$ cat src/rtl/pcie_rx_tlp_router_if.sv
// ----------------------------------------------------------------------------
// pcie_rx_tlp_router_if
// AXI-Stream bundle used on every stream port of pcie_rx_tlp_router.
//
// Signals:
//   tdata  [DATA_W] : beat data, DW0 in [31:0]
//   tkeep  [KEEP_W] : byte enables
//   tlast           : last beat of a TLP
//   tuser  [USER_W] : sideband (bit[1] err_fwd, bits[9:2] bar_hit)
//   tvalid          : beat valid (source -> sink)
//   tready          : beat accepted (sink -> source)
// Modports:
//   master : drives the payload and tvalid, samples tready
//   slave  : samples the payload and tvalid, drives tready
// ----------------------------------------------------------------------------
interface pcie_rx_tlp_router_if #(
  parameter int DATA_W = 256,
  parameter int KEEP_W = 32,
  parameter int USER_W = 22
);
  logic [DATA_W-1:0] tdata;
  logic [KEEP_W-1:0] tkeep;
  logic              tlast;
  logic [USER_W-1:0] tuser;
  logic              tvalid;
  logic              tready;

  modport master (output tdata, tkeep, tlast, tuser, tvalid, input  tready);
  modport slave  (input  tdata, tkeep, tlast, tuser, tvalid, output tready);
endinterface

$ cat src/rtl/pcie_rx_tlp_router.sv
// ----------------------------------------------------------------------------
// pcie_rx_tlp_router
// Receive-side TLP classifier. Decodes the header beat of each TLP arriving
// from the endpoint and steers the whole packet to the request stream, the
// completion stream, or discards it. Straddled TLPs are not supported: a
// header always sits at DW0 of the beat after a tlast beat.
//
// Ports:
//   user_clk     in  : clock
//   user_reset   in  : synchronous active-high reset
//   s_axis_rx    slave  : input TLP stream from the endpoint
//   m_axis_req   master : MRd/MRdLk/MWr/IORd/IOWr/CfgRd/Wr0/1
//   m_axis_cpl   master : Cpl/CplD/CplLk/CplDLk
//   ur_pulse     out : 1-cycle pulse, unsupported-type header accepted
//   poison_pulse out : 1-cycle pulse, header with EP=1 accepted
//   drop_cnt     out : saturating count of dropped TLPs
//   ur_cnt       out : saturating count of unsupported-type TLPs
//
// Build option: define PCIE_RX_ROUTER_STATS_EN to implement drop_cnt/ur_cnt;
// when undefined both read as zero and their logic is removed.
// ----------------------------------------------------------------------------
module pcie_rx_tlp_router #(
  parameter int DATA_W = 256,
  parameter int KEEP_W = 32,
  parameter int USER_W = 22,
  parameter int CNT_W  = 16
) (
  input  logic                 user_clk,
  input  logic                 user_reset,
  pcie_rx_tlp_router_if.slave  s_axis_rx,
  pcie_rx_tlp_router_if.master m_axis_req,
  pcie_rx_tlp_router_if.master m_axis_cpl,
  output logic                 ur_pulse,
  output logic                 poison_pulse,
  output logic [CNT_W-1:0]     drop_cnt,
  output logic [CNT_W-1:0]     ur_cnt
);

  typedef enum logic [1:0] {ST_SOF, ST_REQ, ST_CPL, ST_DROP} state_t;
  typedef enum logic [1:0] {CLS_REQ, CLS_CPL, CLS_DROP} cls_t;

  typedef struct packed {
    logic [DATA_W-1:0] data;
    logic [KEEP_W-1:0] keep;
    logic              last;
    logic [USER_W-1:0] user;
  } beat_t;

  state_t r_state;
  state_t w_state_nxt;
  cls_t   w_hdr_class;
  cls_t   w_target;

  beat_t  w_in_beat;
  beat_t  r_req_beat;
  beat_t  r_cpl_beat;
  logic   r_req_tvalid;
  logic   r_cpl_tvalid;

  logic   r_ur_pulse;
  logic   r_poison_pulse;

  logic [4:0] w_type;
  logic       w_ep;
  logic       w_err_fwd;
  logic       w_type_req;
  logic       w_type_cpl;
  logic       w_type_msg;
  logic       w_override;
  logic       w_hdr_ur;

  logic       w_req_ok;
  logic       w_cpl_ok;
  logic       w_s_tready;
  logic       w_fire;
  logic       w_hdr_fire;
  logic       w_req_load;
  logic       w_cpl_load;

  // --------------------------------------------------------------------------
  // Header decode (only meaningful on the SOF beat). fmt [31:29] is not needed
  // to classify: the type field alone separates the supported classes.
  // --------------------------------------------------------------------------
  assign w_type    = s_axis_rx.tdata[28:24];
  assign w_ep      = s_axis_rx.tdata[14];
  assign w_err_fwd = s_axis_rx.tuser[1];

  assign w_type_req = (w_type[4:1] == 4'b0000) ||   // MRd, MRdLk
                      (w_type      == 5'b00010) ||  // IORd/IOWr
                      (w_type[4:1] == 4'b0010);     // CfgRd/Wr0/1
  assign w_type_cpl = (w_type[4:1] == 4'b0101);     // Cpl/CplD/CplLk/CplDLk
  assign w_type_msg = (w_type[4:3] == 2'b10);       // messages: silent drop

  // Poison or error-forward wins over the type class and suppresses UR.
  assign w_override = w_ep || w_err_fwd;
  assign w_hdr_ur   = !w_override && !w_type_req && !w_type_cpl && !w_type_msg;

  always_comb begin
    // NOTE: every variable gets a default before the branches so no path
    // leaves it unassigned, which would otherwise infer a latch.
    w_hdr_class = CLS_DROP;
    if (!w_override) begin
      if (w_type_req)      w_hdr_class = CLS_REQ;
      else if (w_type_cpl) w_hdr_class = CLS_CPL;
    end
  end

  // --------------------------------------------------------------------------
  // Output-stage loadability and input handshake
  // --------------------------------------------------------------------------
  assign w_req_ok = !r_req_tvalid || m_axis_req.tready;
  assign w_cpl_ok = !r_cpl_tvalid || m_axis_cpl.tready;

  assign w_fire     = s_axis_rx.tvalid && w_s_tready;
  assign w_hdr_fire = w_fire && (r_state == ST_SOF);
  assign w_req_load = w_fire && (w_target == CLS_REQ);
  assign w_cpl_load = w_fire && (w_target == CLS_CPL);

  assign w_in_beat = '{data: s_axis_rx.tdata, keep: s_axis_rx.tkeep,
                       last: s_axis_rx.tlast, user: s_axis_rx.tuser};

  // --------------------------------------------------------------------------
  // FSM: state register
  // --------------------------------------------------------------------------
  always_ff @(posedge user_clk) begin
    // NOTE: sequential state uses non-blocking assignments so every register
    // samples pre-edge values regardless of process ordering.
    if (user_reset) r_state <= ST_SOF;
    else            r_state <= w_state_nxt;
  end

  // FSM: next state
  always_comb begin
    w_state_nxt = r_state;
    case (r_state)
      ST_SOF: begin
        if (w_fire && !s_axis_rx.tlast) begin
          case (w_hdr_class)
            CLS_REQ: w_state_nxt = ST_REQ;
            CLS_CPL: w_state_nxt = ST_CPL;
            default: w_state_nxt = ST_DROP;
          endcase
        end
      end
      default: begin
        if (w_fire && s_axis_rx.tlast) w_state_nxt = ST_SOF;
      end
    endcase
  end

  // FSM: outputs (beat target and input ready)
  always_comb begin
    w_target = CLS_DROP;
    case (r_state)
      ST_SOF:  w_target = w_hdr_class;
      ST_REQ:  w_target = CLS_REQ;
      ST_CPL:  w_target = CLS_CPL;
      default: w_target = CLS_DROP;
    endcase

    case (w_target)
      CLS_REQ: w_s_tready = w_req_ok;
      CLS_CPL: w_s_tready = w_cpl_ok;
      default: w_s_tready = 1'b1;   // dropped beats are consumed at full rate
    endcase
    if (user_reset) w_s_tready = 1'b0;
  end

  assign s_axis_rx.tready = w_s_tready;

  // --------------------------------------------------------------------------
  // Output register stages. When a stage may load, its valid follows the load
  // request; otherwise valid and payload hold until tready.
  // --------------------------------------------------------------------------
  always_ff @(posedge user_clk) begin
    if (user_reset) begin
      r_req_tvalid <= 1'b0;
      // NOTE: payload registers are reset too, so downstream sees zeros rather
      // than stale data after reset; this costs a reset net on wide flops.
      r_req_beat   <= '0;
    end else if (w_req_ok) begin
      r_req_tvalid <= w_req_load;
      if (w_req_load) r_req_beat <= w_in_beat;
    end
  end

  always_ff @(posedge user_clk) begin
    if (user_reset) begin
      r_cpl_tvalid <= 1'b0;
      r_cpl_beat   <= '0;
    end else if (w_cpl_ok) begin
      r_cpl_tvalid <= w_cpl_load;
      if (w_cpl_load) r_cpl_beat <= w_in_beat;
    end
  end

  assign m_axis_req.tvalid = r_req_tvalid;
  assign m_axis_req.tdata  = r_req_beat.data;
  assign m_axis_req.tkeep  = r_req_beat.keep;
  assign m_axis_req.tlast  = r_req_beat.last;
  assign m_axis_req.tuser  = r_req_beat.user;

  assign m_axis_cpl.tvalid = r_cpl_tvalid;
  assign m_axis_cpl.tdata  = r_cpl_beat.data;
  assign m_axis_cpl.tkeep  = r_cpl_beat.keep;
  assign m_axis_cpl.tlast  = r_cpl_beat.last;
  assign m_axis_cpl.tuser  = r_cpl_beat.user;

  // --------------------------------------------------------------------------
  // Status pulses: registered, so they appear the cycle after the header
  // handshake and last exactly one cycle.
  // --------------------------------------------------------------------------
  always_ff @(posedge user_clk) begin
    if (user_reset) begin
      r_ur_pulse     <= 1'b0;
      r_poison_pulse <= 1'b0;
    end else begin
      r_ur_pulse     <= w_hdr_fire && w_hdr_ur;
      r_poison_pulse <= w_hdr_fire && w_ep;
    end
  end

  assign ur_pulse     = r_ur_pulse;
  assign poison_pulse = r_poison_pulse;

  // --------------------------------------------------------------------------
  // Statistics counters (saturating, bumped once per TLP at header accept)
  // --------------------------------------------------------------------------
`ifdef PCIE_RX_ROUTER_STATS_EN
  logic [CNT_W-1:0] r_drop_cnt;
  logic [CNT_W-1:0] r_ur_cnt;
  logic             w_hdr_drop;

  assign w_hdr_drop = w_hdr_fire && (w_hdr_class == CLS_DROP);

  always_ff @(posedge user_clk) begin
    if (user_reset) begin
      r_drop_cnt <= '0;
      r_ur_cnt   <= '0;
    end else begin
      if (w_hdr_drop && (r_drop_cnt != '1))
        r_drop_cnt <= r_drop_cnt + CNT_W'(1);
      if (w_hdr_fire && w_hdr_ur && (r_ur_cnt != '1))
        r_ur_cnt <= r_ur_cnt + CNT_W'(1);
    end
  end

  assign drop_cnt = r_drop_cnt;
  assign ur_cnt   = r_ur_cnt;
`else
  assign drop_cnt = '0;
  assign ur_cnt   = '0;
`endif

endmodule

$ cat src/flat_wrapper.sv
// flat-port wrapper written by rule: the top's interface ports become plain ports
module pcie_rx_tlp_router_flat 
#(
  parameter int DATA_W = 256,
  parameter int KEEP_W = 32,
  parameter int USER_W = 22,
  parameter int CNT_W  = 16
)
  (user_clk, user_reset, ur_pulse, poison_pulse, drop_cnt, ur_cnt, s_axis_rx_tdata, s_axis_rx_tkeep, s_axis_rx_tlast, s_axis_rx_tuser, s_axis_rx_tvalid, s_axis_rx_tready, m_axis_req_tdata, m_axis_req_tkeep, m_axis_req_tlast, m_axis_req_tuser, m_axis_req_tvalid, m_axis_req_tready, m_axis_cpl_tdata, m_axis_cpl_tkeep, m_axis_cpl_tlast, m_axis_cpl_tuser, m_axis_cpl_tvalid, m_axis_cpl_tready);
  pcie_rx_tlp_router_if #(.DATA_W(DATA_W), .KEEP_W(KEEP_W), .USER_W(USER_W)) s_axis_rx_i ();
  pcie_rx_tlp_router_if #(.DATA_W(DATA_W), .KEEP_W(KEEP_W), .USER_W(USER_W)) m_axis_req_i ();
  pcie_rx_tlp_router_if #(.DATA_W(DATA_W), .KEEP_W(KEEP_W), .USER_W(USER_W)) m_axis_cpl_i ();
  input  logic user_clk;
  input  logic user_reset;
  output logic ur_pulse;
  output logic poison_pulse;
  output logic [CNT_W-1:0] drop_cnt;
  output logic [CNT_W-1:0] ur_cnt;
  input wire logic [$bits(s_axis_rx_i.tdata)-1:0] s_axis_rx_tdata;
  input wire logic [$bits(s_axis_rx_i.tkeep)-1:0] s_axis_rx_tkeep;
  input wire logic [$bits(s_axis_rx_i.tlast)-1:0] s_axis_rx_tlast;
  input wire logic [$bits(s_axis_rx_i.tuser)-1:0] s_axis_rx_tuser;
  input wire logic [$bits(s_axis_rx_i.tvalid)-1:0] s_axis_rx_tvalid;
  output wire logic [$bits(s_axis_rx_i.tready)-1:0] s_axis_rx_tready;
  output wire logic [$bits(m_axis_req_i.tdata)-1:0] m_axis_req_tdata;
  output wire logic [$bits(m_axis_req_i.tkeep)-1:0] m_axis_req_tkeep;
  output wire logic [$bits(m_axis_req_i.tlast)-1:0] m_axis_req_tlast;
  output wire logic [$bits(m_axis_req_i.tuser)-1:0] m_axis_req_tuser;
  output wire logic [$bits(m_axis_req_i.tvalid)-1:0] m_axis_req_tvalid;
  input wire logic [$bits(m_axis_req_i.tready)-1:0] m_axis_req_tready;
  output wire logic [$bits(m_axis_cpl_i.tdata)-1:0] m_axis_cpl_tdata;
  output wire logic [$bits(m_axis_cpl_i.tkeep)-1:0] m_axis_cpl_tkeep;
  output wire logic [$bits(m_axis_cpl_i.tlast)-1:0] m_axis_cpl_tlast;
  output wire logic [$bits(m_axis_cpl_i.tuser)-1:0] m_axis_cpl_tuser;
  output wire logic [$bits(m_axis_cpl_i.tvalid)-1:0] m_axis_cpl_tvalid;
  input wire logic [$bits(m_axis_cpl_i.tready)-1:0] m_axis_cpl_tready;
  assign s_axis_rx_i.tdata = s_axis_rx_tdata;
  assign s_axis_rx_i.tkeep = s_axis_rx_tkeep;
  assign s_axis_rx_i.tlast = s_axis_rx_tlast;
  assign s_axis_rx_i.tuser = s_axis_rx_tuser;
  assign s_axis_rx_i.tvalid = s_axis_rx_tvalid;
  assign s_axis_rx_tready = s_axis_rx_i.tready;
  assign m_axis_req_tdata = m_axis_req_i.tdata;
  assign m_axis_req_tkeep = m_axis_req_i.tkeep;
  assign m_axis_req_tlast = m_axis_req_i.tlast;
  assign m_axis_req_tuser = m_axis_req_i.tuser;
  assign m_axis_req_tvalid = m_axis_req_i.tvalid;
  assign m_axis_req_i.tready = m_axis_req_tready;
  assign m_axis_cpl_tdata = m_axis_cpl_i.tdata;
  assign m_axis_cpl_tkeep = m_axis_cpl_i.tkeep;
  assign m_axis_cpl_tlast = m_axis_cpl_i.tlast;
  assign m_axis_cpl_tuser = m_axis_cpl_i.tuser;
  assign m_axis_cpl_tvalid = m_axis_cpl_i.tvalid;
  assign m_axis_cpl_i.tready = m_axis_cpl_tready;
  pcie_rx_tlp_router #(.DATA_W(DATA_W), .KEEP_W(KEEP_W), .USER_W(USER_W), .CNT_W(CNT_W)) u_core (.user_clk(user_clk), .user_reset(user_reset), .s_axis_rx(s_axis_rx_i), .m_axis_req(m_axis_req_i), .m_axis_cpl(m_axis_cpl_i), .ur_pulse(ur_pulse), .poison_pulse(poison_pulse), .drop_cnt(drop_cnt), .ur_cnt(ur_cnt));
endmodule
$ cat config.mk
export PLATFORM = sky130hd
export DESIGN_NAME = pcie_rx_tlp_router_flat
export DESIGN_NICKNAME = d
export VERILOG_FILES = /design/src/rtl/pcie_rx_tlp_router_if.sv /design/src/rtl/pcie_rx_tlp_router.sv /design/src/flat_wrapper.sv
export SDC_FILE = /design/constraint.sdc
export NUM_CORES = 1
export LEC_CHECK = 0
export ABC_AREA = 1
export CAP_MARGIN = 5
export CORE_AREA = 2 2 379 381
export CTS_CLUSTER_DIAMETER = 60
export DETAILED_ROUTE_END_ITERATION = 12
export DIE_AREA = 0 0 381 383
export SYNTH_ARGS = -nofsm -noshare
export SYNTH_HDL_FRONTEND = slang
export SYNTH_SLANG_ARGS = --single-unit
$ cat constraint.sdc
create_clock -name user_clk -period 5.5 [get_ports user_clk]
set_input_delay 1.1 -clock user_clk [delete_from_list [all_inputs] [get_ports user_clk]]
set_output_delay 1.1 -clock user_clk [all_outputs]
set_load 0.03 [all_outputs]
==> metrics.csv, run 1 <==
metric,value,unit
grt_max_degree,108,
grt_overflow_total,0,
finalMaxSlewViolations,0,
clock_power_share,47.7,%
sequential_cell_area,12600,sq um
crit_end,s_axis_rx_tready,
htree_num_levels,3,
cellInternalPower,8.52,mW
viasPerCell,4.04,
synth_top_area_cell,sky130_fd_sc_hd__dfxtp_1,
critical_path.reg2reg.endpoint,u_core.m_axis_req.tdata[32],
share_comb_of_total_power,11.3,%
clock-skew-final,40.0,ps
clk_path_buf_depth,3,
finalHoldViolCount,0,
stdcell_area,36800,sq um
worstMarginPinSlew,930,ps
post_drt_wl_per_cell,19.7,um
critPathMaxFanout,4,
worst_setup_path_category,in2out,
coreArea,142000,sq um
seqPwrFrac,41.0,%
worst_hold_path_type,reg2reg,
average_instance_area_after_synthesis,8.03,sq um
grt_setup_unrepaired,no,
portBuffers,942,
floorplan.io_pins,975,
timing.critical_path.to_type,primary output,
initial_utilization,16.0,%
dr.pass1.iters,7,
cts.clk_slew.worst_paths,60,ps
yosys_most_used_dff,sky130_fd_sc_hd__dfxtp_1,
synthesis.instances,2831,
timing.final.setup_violations,0,
slew_headroom,38.0,%
die-width,381,um
grt_pass1_vias,21340,
syn2layout_area_growth,61.9,%
postCtsResizedCells,0,
synth-seq-cells,628,
place_hpwl,82900,um
clock-root-buffer,sky130_fd_sc_hd__clkbuf_16,
worst_setup_path_start_kind,primary input,
cts-buffers-inserted,78,
reg2reg_setup_slack,2420,ps
grt_pass1_wl,155000,um
netlist_area,22700,sq um
area_of_the_multi_input_gates,7780,sq um
wire_length_reported_by_the_detailed_router,111000,um
part_of_the_cycle_the_worst_path_needs,84.1,%
post-place-cells,5495,
clock_sink_count,628,
final_layout_size_suffix_gt1_share,5.30,%
timing.fmax,0.216,GHz
num-nets-final,3989,
total_leakage_power,12.0,nW
post_cts_repair_timing_setup_buffer_count,0,
netlist-cell-type-count,24,
cellPowerDensity,314,nW/um^2
cp.arrival,3520,ps
net-switching-power,3.05,mW
detail-route-antenna-nets,0,
post-synth-top-count-cell,sky130_fd_sc_hd__dfxtp_1,
ys_top_cells_by_area,"sky130_fd_sc_hd__dfxtp_1, sky130_fd_sc_hd__a21oi_1, sky130_fd_sc_hd__nand3_1, sky130_fd_sc_hd__o21ai_0, sky130_fd_sc_hd__nand2_1",
worst_setup_path_startpoint,s_axis_rx_tdata[14],
setup_tns,0,ps
netlist.area_leader.share,55.3,%
die_y,383,um
switching_share,26.4,%
aggregate_global_route_resource_usage,14.4,%
count_of_flip_flops_with_a_built_in_enable_after_synthesis,0,
outcome,finished clean,
filler_cell_count_in_the_final_layout,15423,
proportion_of_register_bits_with_asynchronous_set_or_reset_after_synthesis,0,%
clkLatencyLatePin,670,ps
cts_hold_buf,0,
grt_antenna_before_repair,48,
yosysWarningCount,0,
period_needed,4620,ps
rows,139,
max_cap_viols,0,
cp.required,4400,ps
worstRegToRegCells,11,
fp.dieArea,146000,sq um
place_congestion,0.877,
dpl-instance-area,34000,sq um
cts_tree,done,
final_cells,5641,
reg2reg_from,u_core.r_state[1],
detailroute.via_count,22781,
detail_route.iter0.violations,1268,
post_route_worst_hold_slack,440,ps
netlist_top_cells_count,"sky130_fd_sc_hd__dfxtp_1, sky130_fd_sc_hd__a21oi_1, sky130_fd_sc_hd__nand2_1, sky130_fd_sc_hd__inv_1, sky130_fd_sc_hd__nand3_1",
detail_route.drc_violations,0,
totalPowerFinal,11.6,mW
peakVddDrop,0.231,mV
seq_area_frac_synth,55.3,%
## cells in the final DEF, fill, tap and decap left out, drive strengths merged, types with 4 or more instances in the layout
cell and n:
clkdlybuf4s50 941, dfxtp 628, a21oi 625, inv 333, nand2 328, nand3 316, o21ai 313, clkbuf 109
buf 62, conb 32, clkinv 15, nor2 12, bufinv 9, diode 4, nand4 4
## worst max-delay path, cell delays in order
cell                              delay [ps]
sky130_fd_sc_hd__clkdlybuf4s50_1         630
sky130_fd_sc_hd__nor2_1                  350
sky130_fd_sc_hd__nand3_1                 130
sky130_fd_sc_hd__nand2_1                  80
sky130_fd_sc_hd__nand2_1                 100
sky130_fd_sc_hd__nand3_1                 150
sky130_fd_sc_hd__nor2_2                   70
sky130_fd_sc_hd__nor2_2                  170
sky130_fd_sc_hd__clkdlybuf4s50_1         730
## registers in the layout, summed over array words and instances (netlist names), 2 cells and up
name	count
u_core.m_axis_cpl.tdata	256
u_core.m_axis_cpl.tkeep	32
u_core.m_axis_cpl.tuser	22
u_core.m_axis_req.tdata	256
u_core.m_axis_req.tkeep	32
u_core.m_axis_req.tuser	22
u_core.r_state	2
## worst min-delay path by stage
stage / cells past startpoint / to / start / slack (ps)
6_report: 2 / u_core.m_axis_req.tdata[158] / u_core.m_axis_req.tdata[158] / 440
5_1_grt: 2 / u_core.m_axis_req.tdata[16] / u_core.m_axis_req.tdata[16] / 450
4_1_cts: 2 / u_core.m_axis_req.tdata[30] / u_core.m_axis_req.tdata[30] / 440
3_5_place_dp: 2 / u_core.m_axis_req.tdata[244] / u_core.m_axis_req.tdata[244] / 440
3_3_place_gp: 2 / u_core.m_axis_req.tdata[189] / u_core.m_axis_req.tdata[189] / 430
2_1_floorplan: 2 / u_core.r_state[0] / u_core.r_state[0] / 470
## metal layers
metal	up-vias	share of wire, %	global-route usage [%]
li1	10963	-	-
met2	908	47	24.1
met4	6	3.4	5.09
met5	-	0.032	0
met3	228	8.3	4.73
met1	10676	41	17.2
## cells by family (layout without fill, tap and decap cells)
group / after synthesis / after routing / synth area share, %
compound gates: 939 / 939 / 20.7
simple gates: 664 / 664 / 12.9
flops: 628 / 628 / 55.3
buf+inv: 598 / 1470 / 11.1
fa+ha+maj: 1 / 1 / 0.0550
other cells: 1 / 36 / 0.0165
## power by group through the flow
stage	Clock [mW]	Sequential, mW	Combinational, mW
floorplan	0	5.08	0.381
global placement	0	4.84	1.31
detailed placement	0	4.84	1.31
CTS	5.67	4.75	1.32
global route	5.84	4.76	1.40
finish	5.52	4.75	1.31
## cell type report
class                   count  share of cell area [%]
repair buffers           1003                    27.4
multi-input cells        1636                    21.1
clock inverters            33                    1.47
well taps                1903                    6.47
inverters                 325                    3.33
diodes                      4                  0.0272
flip-flops and latches    628                    34.1
clock buffers             109                    6.08
## per-stage QoR
step / worst slack [ps] / utilization (%)
floorplan: 2370 / -
global placement: 834 / 23.9
detailed placement: 901 / 23.9
CTS: 881 / 25.9
global route: 755 / 25.9
finish: 876 / 25.9
Power figures use the tool's default switching activity.
==> inputs of run 2 (changes only) <==
clock period = 3.8 ns   (was 5.5 ns; I/O delays follow)
==> run 2 against run 1 <==
- clock power is 36% higher
- critical path depth stayed put
- register-to-register slack worse by 1300 ps
- routed wire length is 0.32% lower
- clock skew is 15 ps lower
- largest power group unchanged
- via count is 0.15% lower
- cell area is 0.79% higher
- total power is 41% higher
- combinational power is 48% higher
- sequential power is 45% higher
- critical path type unchanged
- global-route usage hardly changed
==> metrics.csv, run 2 (synthesized netlist as in run 1, its figures left out) <==
metric,value,unit
outcome,finished clean,
critPathSlowestCell,sky130_fd_sc_hd__clkdlybuf4s50_1,
cts_tree,done,
finalHoldViolCount,0,
layout.cells.most_common_list,"sky130_fd_sc_hd__clkdlybuf4s50_1, sky130_fd_sc_hd__dfxtp_1, sky130_fd_sc_hd__a21oi_1",
max_cap_viols,0,
part_of_the_cycle_the_worst_path_needs,87.1,%
cp_cell_sequence,"clkdlybuf4s50_1, nor2_1, nand3_1, nand2_1, nand2_1, nand3_1, nor2_2, nor2_2, buf_4",
num-nets-final,4039,
post_cts_repair_timing_setup_buffer_count,0,
detailroute.via_count,22746,
worst_setup_path_start_kind,primary input,
seqPwrFrac,42.1,%
total_leakage_power,12.2,nW
detail_route.drc_violations,0,
clk_path_buf_depth,3,
worstMarginPinSlew,1070,ps
syn2layout_area_growth,63.2,%
detail_route.iter0.violations,1295,
fp.dieArea,146000,sq um
setup_ws,491,ps
share_comb_of_total_power,11.8,%
clock-root-buffer,sky130_fd_sc_hd__clkbuf_16,
floorplan.io_pins,975,
die-width,381,um
dpl-instance-area,34500,sq um
clock_power_share,46.1,%
timing.fmax,0.302,GHz
utilization,26.1,%
postCtsResizedCells,0,
clock_sink_count,628,
aggregate_global_route_resource_usage,14.5,%
grt_overflow_total,0,
cellPowerDensity,440,nW/um^2
critPathMaxFanout,4,
final_layout_size_suffix_gt1_share,6.45,%
cts.clk_slew.worst_paths,50,ps
critPathTopFamily,simple AND/OR/NAND/NOR gates,
place_hpwl,84600,um
worst_hold_path_type,in2reg,
stdcell_area,37100,sq um
htree_num_levels,3,
cp.arrival,2550,ps
peakVddDrop,0.318,mV
cts-buffers-inserted,80,
grt_setup_unrepaired,no,
wire_length_reported_by_the_detailed_router,111000,um
cp.required,3040,ps
clock-skew-final,24.8,ps
grt_pass1_vias,21694,
finalMaxSlewViolations,0,
slew_headroom,28.6,%
rows,139,
pre_cts_setup_slack,211,ps
timing.critical_path.buf_inv,2,
timing.critical_path.to_type,primary output,
totalPowerFinal,16.3,mW
portBuffers,942,
cts_hold_buf,0,
filler_cell_count_in_the_final_layout,15419,
grt_pass1_wl,156000,um
viasPerCell,4.00,
clkLatencyLatePin,670,ps
dr.pass1.iters,5,
die_y,383,um
period_needed,3310,ps
initial_utilization,16.0,%
detail-route-antenna-nets,0,
setup_tns,0,ps
timing.final.setup_violations,0,
grt_max_degree,138,
coreArea,142000,sq um
switching_share,27.2,%
worst_setup_path_category,in2out,
place_congestion,0.894,
crit_path_max_incr_delay,600,ps
post_drt_wl_per_cell,19.4,um
grt_antenna_before_repair,47,
layout_commonest_cell,sky130_fd_sc_hd__clkdlybuf4s50_1,
net-switching-power,4.44,mW
cellInternalPower,11.9,mW
==> run 2: cell count changes in the layout (fill, tap and decap cells not counted), moves of 2 or more <==
cell,delta
sky130_fd_sc_hd__clkinv_2,-3
sky130_fd_sc_hd__diode_2,-3
sky130_fd_sc_hd__clkbuf_8,-3
sky130_fd_sc_hd__clkinv_4,+5
sky130_fd_sc_hd__inv_8,+2
sky130_fd_sc_hd__bufinv_16,-7
sky130_fd_sc_hd__clkinvlp_4,+3
sky130_fd_sc_hd__buf_12,+9
sky130_fd_sc_hd__buf_4,+40
sky130_fd_sc_hd__clkbuf_1,+2
==> run 2: cell type report <==
cell class / count / area (sq um) / share of cell area (%)
diodes: 1 / 2.50 / 0.00674
clock buffers: 109 / 2230 / 6.01
clock inverters: 32 / 380 / 1.02
inverters: 325 / 1230 / 3.31
multi-input cells: 1636 / 7780 / 20.9
flip-flops and latches: 628 / 12600 / 33.9
well taps: 1903 / 2380 / 6.41
repair buffers: 1051 / 10600 / 28.4
==> run 2: worst paths after layout <==
kind	depth (start not counted)	from	slack, ps	to
worst max-delay path	9	s_axis_rx_tdata[14]	490	s_axis_rx_tready
worst min-delay path	2	user_reset	400	u_core.m_axis_cpl.tdata[179]
worst max register to register	11	u_core.r_state[1]	1070	u_core.m_axis_req.tuser[5]
worst min register to register	2	u_core.m_axis_req.tuser[21]	440	u_core.m_axis_req.tuser[21]
==> run 2: stage by stage <==
| step | instances | hold WS, ps |
|---|---|---|
| 2_1_floorplan | 2862 | 472 |
| 3_3_place_gp | 5543 | 431 |
| 3_5_place_dp | 5543 | 435 |
| 5_1_grt | 5684 | 368 |
| 6_report | 5685 | 400 |
| 4_1_cts | 5684 | 335 |
==> run 2: routing by layer <==
layer | up-vias | GRT usage (%) | wire length [um]
li1 | 11068 | - | -
met1 | 10618 | 17.4 | 45600
met2 | 845 | 24.8 | 53600
met3 | 213 | 4.42 | 8400
met4 | 2 | 4.14 | 2890
met5 | - | 0 | 11
==> run 2: power groups by stage <==
stage,logic [mW],clock network [mW],registers (mW)
floorplan,0.552,0,7.36
global placement,1.94,0,7.01
detailed placement,1.94,0,7.02
CTS,1.95,7.77,6.87
global route,2.07,7.99,6.89
finish,1.94,7.53,6.88
